File: config.mk
export PLATFORM = sky130hd
export DESIGN_NAME = brick_scan_flat
export DESIGN_NICKNAME = d
export VERILOG_FILES = /design/src/rtl/brick_scan_pkg.sv /design/src/rtl/brick_scan_if.sv /design/src/rtl/address_xy.sv /design/src/rtl/counter.sv /design/src/rtl/brick_scan.sv /design/src/flat_wrapper.sv
export SDC_FILE = /design/constraint.sdc
export NUM_CORES = 1
export LEC_CHECK = 0
export CAP_MARGIN = 15
export CORE_MARGIN = 8
export CORE_UTILIZATION = 30
export CTS_CLUSTER_DIAMETER = 120
export DETAILED_ROUTE_END_ITERATION = 16
export PLACE_DENSITY = 0.49
export RECOVER_POWER = 50
export SLEW_MARGIN = 20
export SYNTH_ARGS = -nofsm -noshare
export SYNTH_HDL_FRONTEND = slang
export SYNTH_HIERARCHICAL = 1
export SYNTH_SLANG_ARGS = --single-unit
File: constraint.sdc
create_clock -name clk -period 2.9 [get_ports clk]
set_input_delay 0.58 -clock clk [delete_from_list [all_inputs] [get_ports clk]]
set_output_delay 0.58 -clock clk [all_outputs]
set_load 0.01 [all_outputs]
File: src/rtl/brick_scan_pkg.sv
// rtl/brick_scan_pkg.sv - shared brick defaults and brick_scan state encodings
package brick_scan_pkg;

  localparam int          BRICKNUM  = 64;
  localparam logic [19:0] BRICKDRAW = 20'd40;

  typedef enum logic [2:0] {
    S_IDLE     = 3'd0,
    S_ADDR     = 3'd1,
    S_READ     = 3'd2,
    S_DRAWPREP = 3'd3,
    S_DRAW     = 3'd4,
    S_NEXT     = 3'd5,
    S_DONE     = 3'd6
  } scan_state_t;

endpackage

File: src/rtl/brick_scan_if.sv
// rtl/brick_scan_if.sv - game-FSM / brick-RAM / drawer side bundle of brick_scan
interface brick_scan_if #(parameter int ADDR_W = 10);

  logic              start;
  logic              redraw_en;
  logic [ADDR_W-1:0] rd_addr;
  logic [1:0]        rd_health;
  logic              draw;
  logic [9:0]        x_out;
  logic [9:0]        y_out;
  logic [1:0]        health_out;
  logic              busy;
  logic              done;
  logic [ADDR_W:0]   live_count;
  logic              cleared;

  modport master (
    output start, redraw_en, rd_health,
    input  rd_addr, draw, x_out, y_out, health_out, busy, done, live_count, cleared
  );

  modport slave (
    input  start, redraw_en, rd_health,
    output rd_addr, draw, x_out, y_out, health_out, busy, done, live_count, cleared
  );

endinterface

File: src/rtl/address_xy.sv
// rtl/address_xy.sv - brick slot address to pixel position (16 bricks per row)
module address_xy (
  input  logic [9:0] i_addr,
  output logic [9:0] o_x,
  output logic [9:0] o_y
);

  // 40x16 pixel bricks, playfield starts 32 lines below the top
  assign o_x = 10'(i_addr[3:0]) * 10'd40;
  assign o_y = {i_addr[9:4], 4'b0000} + 10'd32;

endmodule

File: src/rtl/counter.sv
// rtl/counter.sv - free-running enable counter with synchronous active-low clear
module counter #(
  parameter int W = 20
) (
  input  logic         clk,
  input  logic         i_resetn,
  input  logic         i_en,
  output logic [W-1:0] o_count
);

  logic [W-1:0] r_count;

  always_ff @(posedge clk) begin
    if (!i_resetn)
      r_count <= '0;
    else if (i_en)
      r_count <= r_count + W'(1);
  end

  assign o_count = r_count;

endmodule

File: src/rtl/brick_scan.sv
// rtl/brick_scan.sv - brick RAM walker: counts live bricks and optionally re-issues draws
module brick_scan_control import brick_scan_pkg::*; (
  input  logic        clk,
  input  logic        reset,
  input  logic        i_start,
  input  logic        i_live,
  input  logic        i_redraw,
  input  logic        i_last,
  input  logic        i_delay_done,
  output scan_state_t o_state
);

  scan_state_t r_state;
  scan_state_t w_next;

  always_ff @(posedge clk) begin
    if (reset)
      r_state <= S_IDLE;
    else
      r_state <= w_next;
  end

  always_comb begin
    w_next = r_state;
    case (r_state)
      S_IDLE:     if (i_start) w_next = S_ADDR;
      S_ADDR:     w_next = S_READ;
      S_READ:     w_next = (i_live && i_redraw) ? S_DRAWPREP : S_NEXT;
      S_DRAWPREP: w_next = S_DRAW;
      S_DRAW:     if (i_delay_done) w_next = S_NEXT;
      S_NEXT:     w_next = i_last ? S_DONE : S_ADDR;
      S_DONE:     w_next = S_IDLE;
      default:    w_next = S_IDLE;
    endcase
  end

  assign o_state = r_state;

endmodule

module brick_scan_datapath import brick_scan_pkg::*; #(
  parameter int          BRICK_NUM  = BRICKNUM,
  parameter logic [19:0] DRAW_DELAY = BRICKDRAW,
  parameter int          ADDR_W     = 10
) (
  input  logic              clk,
  input  logic              reset,
  input  scan_state_t       i_state,
  input  logic              i_start,
  input  logic              i_redraw_en,
  input  logic [1:0]        i_rd_health,
  output logic [ADDR_W-1:0] o_idx,
  output logic [1:0]        o_health,
  output logic [ADDR_W:0]   o_live_count,
  output logic              o_cleared,
  output logic              o_redraw,
  output logic              o_live,
  output logic              o_last,
  output logic              o_delay_done
);

  localparam logic [ADDR_W-1:0] LAST_IDX = ADDR_W'(BRICK_NUM - 1);

  logic [ADDR_W-1:0] r_idx;
  logic [ADDR_W:0]   r_count;
  logic [1:0]        r_health;
  logic [ADDR_W:0]   r_live_count;
  logic              r_cleared;
  logic              r_redraw;
  logic [19:0]       w_delay;
  logic              w_cnt_resetn;
  logic              w_last;

  // delay counter is held clear outside DRAW so each brick starts from zero
  assign w_cnt_resetn = ~reset & (i_state != S_NEXT);

  counter #(.W(20)) u_delay (
    .clk      (clk),
    .i_resetn (w_cnt_resetn),
    .i_en     (i_state == S_DRAW),
    .o_count  (w_delay)
  );

  assign w_last = (r_idx == LAST_IDX);

  always_ff @(posedge clk) begin
    if (reset) begin
      r_idx        <= '0;
      r_count      <= '0;
      r_health     <= 2'd0;
      r_live_count <= '0;
      r_cleared    <= 1'b0;
      r_redraw     <= 1'b0;
    end else begin
      case (i_state)
        S_IDLE: if (i_start) begin
          r_idx    <= '0;
          r_count  <= '0;
          r_redraw <= i_redraw_en;
        end
        S_READ: begin
          r_health <= i_rd_health;
          if (i_rd_health != 2'd0)
            r_count <= r_count + (ADDR_W+1)'(1);
        end
        S_NEXT: if (!w_last) r_idx <= r_idx + ADDR_W'(1);
        S_DONE: begin
          r_live_count <= r_count;
          r_cleared    <= (r_count == '0);
        end
        default: ;
      endcase
    end
  end

  assign o_idx        = r_idx;
  assign o_health     = r_health;
  assign o_live_count = r_live_count;
  assign o_cleared    = r_cleared;
  assign o_redraw     = r_redraw;
  assign o_live       = (i_rd_health != 2'd0);
  assign o_last       = w_last;
  assign o_delay_done = (w_delay == DRAW_DELAY);

endmodule

module brick_scan import brick_scan_pkg::*; #(
  parameter int          BRICK_NUM  = BRICKNUM,
  parameter logic [19:0] DRAW_DELAY = BRICKDRAW,
  parameter int          ADDR_W     = 10
) (
  input logic         clk,
  input logic         reset,
  brick_scan_if.slave bus
);

  scan_state_t       w_state;
  logic [ADDR_W-1:0] w_idx;
  logic              w_redraw;
  logic              w_live;
  logic              w_last;
  logic              w_delay_done;

  brick_scan_control u_ctrl (
    .clk          (clk),
    .reset        (reset),
    .i_start      (bus.start),
    .i_live       (w_live),
    .i_redraw     (w_redraw),
    .i_last       (w_last),
    .i_delay_done (w_delay_done),
    .o_state      (w_state)
  );

  brick_scan_datapath #(
    .BRICK_NUM  (BRICK_NUM),
    .DRAW_DELAY (DRAW_DELAY),
    .ADDR_W     (ADDR_W)
  ) u_dp (
    .clk          (clk),
    .reset        (reset),
    .i_state      (w_state),
    .i_start      (bus.start),
    .i_redraw_en  (bus.redraw_en),
    .i_rd_health  (bus.rd_health),
    .o_idx        (w_idx),
    .o_health     (bus.health_out),
    .o_live_count (bus.live_count),
    .o_cleared    (bus.cleared),
    .o_redraw     (w_redraw),
    .o_live       (w_live),
    .o_last       (w_last),
    .o_delay_done (w_delay_done)
  );

  // idx doubles as the RAM address, so it holds until NEXT advances it
  assign bus.rd_addr = w_idx;
  assign bus.draw    = (w_state == S_DRAWPREP);
  assign bus.busy    = (w_state != S_IDLE) && (w_state != S_DONE);
  assign bus.done    = (w_state == S_DONE);

  address_xy u_xy (
    .i_addr (w_idx),
    .o_x    (bus.x_out),
    .o_y    (bus.y_out)
  );

endmodule

File: src/flat_wrapper.sv
// flat-port wrapper written by rule: the top's interface ports become plain ports
module brick_scan_flat import brick_scan_pkg::*;
#(
  parameter int          BRICK_NUM  = BRICKNUM,
  parameter logic [19:0] DRAW_DELAY = BRICKDRAW,
  parameter int          ADDR_W     = 10
)
  (clk, reset, bus_start, bus_redraw_en, bus_rd_health, bus_rd_addr, bus_draw, bus_x_out, bus_y_out, bus_health_out, bus_busy, bus_done, bus_live_count, bus_cleared);
  brick_scan_if #(.ADDR_W(ADDR_W)) bus_i ();
  input logic clk;
  input logic reset;
  input wire logic [$bits(bus_i.start)-1:0] bus_start;
  input wire logic [$bits(bus_i.redraw_en)-1:0] bus_redraw_en;
  input wire logic [$bits(bus_i.rd_health)-1:0] bus_rd_health;
  output wire logic [$bits(bus_i.rd_addr)-1:0] bus_rd_addr;
  output wire logic [$bits(bus_i.draw)-1:0] bus_draw;
  output wire logic [$bits(bus_i.x_out)-1:0] bus_x_out;
  output wire logic [$bits(bus_i.y_out)-1:0] bus_y_out;
  output wire logic [$bits(bus_i.health_out)-1:0] bus_health_out;
  output wire logic [$bits(bus_i.busy)-1:0] bus_busy;
  output wire logic [$bits(bus_i.done)-1:0] bus_done;
  output wire logic [$bits(bus_i.live_count)-1:0] bus_live_count;
  output wire logic [$bits(bus_i.cleared)-1:0] bus_cleared;
  assign bus_i.start = bus_start;
  assign bus_i.redraw_en = bus_redraw_en;
  assign bus_i.rd_health = bus_rd_health;
  assign bus_rd_addr = bus_i.rd_addr;
  assign bus_draw = bus_i.draw;
  assign bus_x_out = bus_i.x_out;
  assign bus_y_out = bus_i.y_out;
  assign bus_health_out = bus_i.health_out;
  assign bus_busy = bus_i.busy;
  assign bus_done = bus_i.done;
  assign bus_live_count = bus_i.live_count;
  assign bus_cleared = bus_i.cleared;
  brick_scan #(.BRICK_NUM(BRICK_NUM), .DRAW_DELAY(DRAW_DELAY), .ADDR_W(ADDR_W)) u_core (.clk(clk), .reset(reset), .bus(bus_i));
endmodule
==> results.json <==
{
  "timing.final.ws_setup_ns": 0.130,
  "synth-async-reset-ratio": 0,
  "routed_via_density": 4.84,
  "fin_nets": 433,
  "grt_max_degree": 20,
  "ff2ff_path_depth": 5,
  "diodes": 0,
  "yosys_register_bits": 59,
  "cts.sinks": 59,
  "maxSlewViolCount": 0,
  "postCtsSetupBuffers": 0,
  "clk_latency_ns": 0.34,
  "top_layer_used": "met4",
  "yosysUniqueCellTypes": 56,
  "yosysSeqAreaShare": 0.376,
  "gp_congestion": 0.769,
  "via_count": 2701,
  "totalWireLength_um": 7470,
  "cts_tree": "done",
  "finClkSkew_ns": 0.0100,
  "numCtsBuffers": 9,
  "worstPathMaxFanout": 2,
  "rsz0062_at_grt": "no",
  "cts_buffer_depth": 2,
  "tightestPinTransition_ns": 0.878,
  "arrival_ns": 2.19,
  "final_cell_mix": "dfxtp_1 (59), nor2_1 (41), nand2_1 (30), a21oi_1 (29)",
  "critPathKind": "register to output port",
  "dpl.hpwl_um": 5370,
  "overflow": 0,
  "critPathSlowestCell": "clkdlybuf4s50_1",
  "synth_flop_cell": "dfxtp_1",
  "synth_edf_count": 0,
  "syn_to_final_growth_pct": 25.4,
  "initial_utilization": 0.307,
  "path_clk_slew_ns": 0.07,
  "dieArea_mm2": 0.0140,
  "drt-met1-wl_um": 3490,
  "worst_setup_path_end_kind": "output port",
  "cellLeakagePower_uw": 0.00152,
  "pre_cts_slack_ns": 0.389,
  "cp_cell_sequence": "ha_1 -> ha_1 -> fa_1 -> clkdlybuf4s50_1",
  "grt_pass1_vias": 2623,
  "postCtsHoldBufs": 0,
  "synth_area_per_cell_um2": 8.51,
  "r2r_slack_ns": 0.46,
  "max-cap-violations": 0,
  "ys_warn_count": 6,
  "io_buffers": 45,
  "r2r_end": "u_core/u_dp/r_count[9]",
  "ir_drop_mv": 0.265,
  "finalCriticalPeriod_ns": 2.77,
  "die_w_um": 118,
  "first_pass_iters": 4,
  "wl_met3_um": 480,
  "wl_met2_um": 3420,
  "worstPathRequired_ns": 2.32,
  "coreArea_mm2": 0.0102,
  "grt_pass1_wl_um": 12800,
  "finalCritPeriodShare": 0.955,
  "mappedNetlistArea_mm2": 0.00314,
  "status": "completed",
  "clock.fmax_ghz": 0.361,
  "slew_headroom": 0.413,
  "setup.worst_path.start": "u_core/u_dp/o_idx[1]",
  "crit_path_start_kind": "register",
  "ios": 53,
  "cp-endpoint": "bus_x_out[7]",
  "p_comb_frac": 0.068,
  "synthCells": 369,
  "grt_usage": 0.109,
  "p_per_area_mw_per_mm2": 502,
  "p_seq_frac": 0.423,
  "ant_nets": 0,
  "drc": 0,
  "antenna_found_initial": 0,
  "hold_slack_ns": 0.456,
  "die_y_um": 118,
  "drive_above_1_share": 0.0806,
  "detail_route.wl_per_cell_um": 13.4,
  "clockPowerShare": 0.509,
  "hold_viol": 0,
  "tns_ns": 0,
  "slowest_delay_ns": 0.53,
  "drt_iter0_drc": 97,
  "htreeDepth": 3,
  "swShare": 0.227,
  "final_common_cell": "dfxtp_1",
  "root_buffer": "clkbuf_8",
  "hold_path_class": "register to register",
  "internal_power_uw": 1530,
  "p_switching_uw": 450,
  "crit_top_cell": "ha_1",
  "rows": 37,
  "r2r-start": "u_core/u_ctrl/o_state[1]",
  "power_uw": 1980,
  "setup_viol": 0
}
what timing repair did:
item | 4_1_cts | 5_1_grt
endpoints found under the setup margin | 1 | 0
gates resized for setup | 1 | 0
hold endpoints to repair | 0 | 0
registers in the layout, indices dropped and copies added (netlist names):
signal / cells
u_core/u_dp/o_health: 2
u_core/u_dp/o_idx: 10
u_core/u_dp/u_delay/o_count: 20
u_core/u_dp/o_live_count: 11
u_core/u_dp/r_count: 11
u_core/u_ctrl/o_state: 3
u_core/u_dp/o_cleared: 1
u_core/u_dp/o_redraw: 1
cells by family (layout without fill, tap and decap cells):
kind of cell               Yosys count  after routing  share of synthesized area
other                                1              7                    0.00119
AOI/OAI and AO/OA                   65             65                      0.131
and+or+nand+nor                    165            165                      0.288
buffers and inverters               34             81                     0.0566
muxes                               16             16                     0.0510
adders and majority gates           10             10                     0.0422
DFF                                 59             59                      0.376
xor gates and xnor gates            19             19                     0.0530
synthesized netlist by cell type (2+ instances only):
cell type	number	area [um^2]
o21a_1	2	15.0
a211oi_1	2	15.0
buf_4	10	75.1
nand3_1	16	80.1
nand2_1	30	113
a21oi_1	29	145
dfxtp_1	59	1180
a21o_1	3	22.5
clkbuf_1	7	26.3
nand4_1	12	75.1
and2_1	2	12.5
nor4b_1	3	26.3
and3_1	3	18.8
ha_1	9	113
o211ai_1	2	15.0
or3_1	7	43.8
nor3_1	6	30.0
nor2b_1	2	12.5
and4_1	2	17.5
xnor2_1	12	105
nor4_1	13	81.3
nor2_1	40	150
nor3b_1	3	22.5
or2_2	4	25.0
or4_1	3	22.5
xor2_1	7	61.3
inv_1	12	45.0
mux2i_1	16	160
buf_2	4	20.0
nand2b_1	5	31.3
o31ai_1	3	22.5
o21ai_0	16	80.1
or4_4	2	22.5
power groups by stage:
stage / combinational, uW / sequential (uW) / clock (uW)
global placement: 143 / 856 / 0
detailed placement: 143 / 857 / 0
global route: 149 / 839 / 1070
floorplan: 109 / 852 / 0
CTS: 143 / 838 / 1040
finish: 134 / 837 / 1010
stage by stage:
stage                     utilization  instance area (um^2)  instances
final                           0.385                  3940        558
after global routing            0.385                  3940        558
after CTS                       0.388                  3970        558
after detailed placement        0.363                  3710        542
after global placement          0.363                  3710        542
after floorplan                     -                  3160        375
layout make-up:
class / instances / area (um^2)
multi-input combinational: 282 / 1770
sequential: 59 / 1180
clock inverter: 7 / 140
clock buffer: 9 / 124
timing repair buffer: 53 / 505
tap: 136 / 170
inverter: 12 / 45.0
fill: 1043 / 6290
how the worst min path moves through the flow:
stage               depth (start not counted)  slack (ns)                    end                  start
detailed placement                          2        0.45  u_core/u_dp/o_cleared  u_core/u_dp/o_cleared
floorplan                                   2        0.44   u_core/u_dp/o_redraw   u_core/u_dp/o_redraw
global route                                2        0.48   u_core/u_dp/o_redraw   u_core/u_dp/o_redraw
CTS                                         2        0.46   u_core/u_dp/o_redraw   u_core/u_dp/o_redraw
finish                                      2        0.46  u_core/u_dp/o_cleared  u_core/u_dp/o_cleared
global placement                            2        0.45   u_core/u_dp/o_redraw   u_core/u_dp/o_redraw
critical path, delay by kind of cell, from the launching register on:
kind       cells  cell delay (ns)
flops          1             0.32
buf+inv        1             0.53
fa+ha+maj      3             1.00
metal layers:
layer  global-route usage  up-vias
li1                     -     1406
met5                    0        -
met1                0.133     1223
met2                0.172       67
met4               0.0360        0
met3               0.0433        5
No activity file was read; power rests on OpenSTA's default activity.
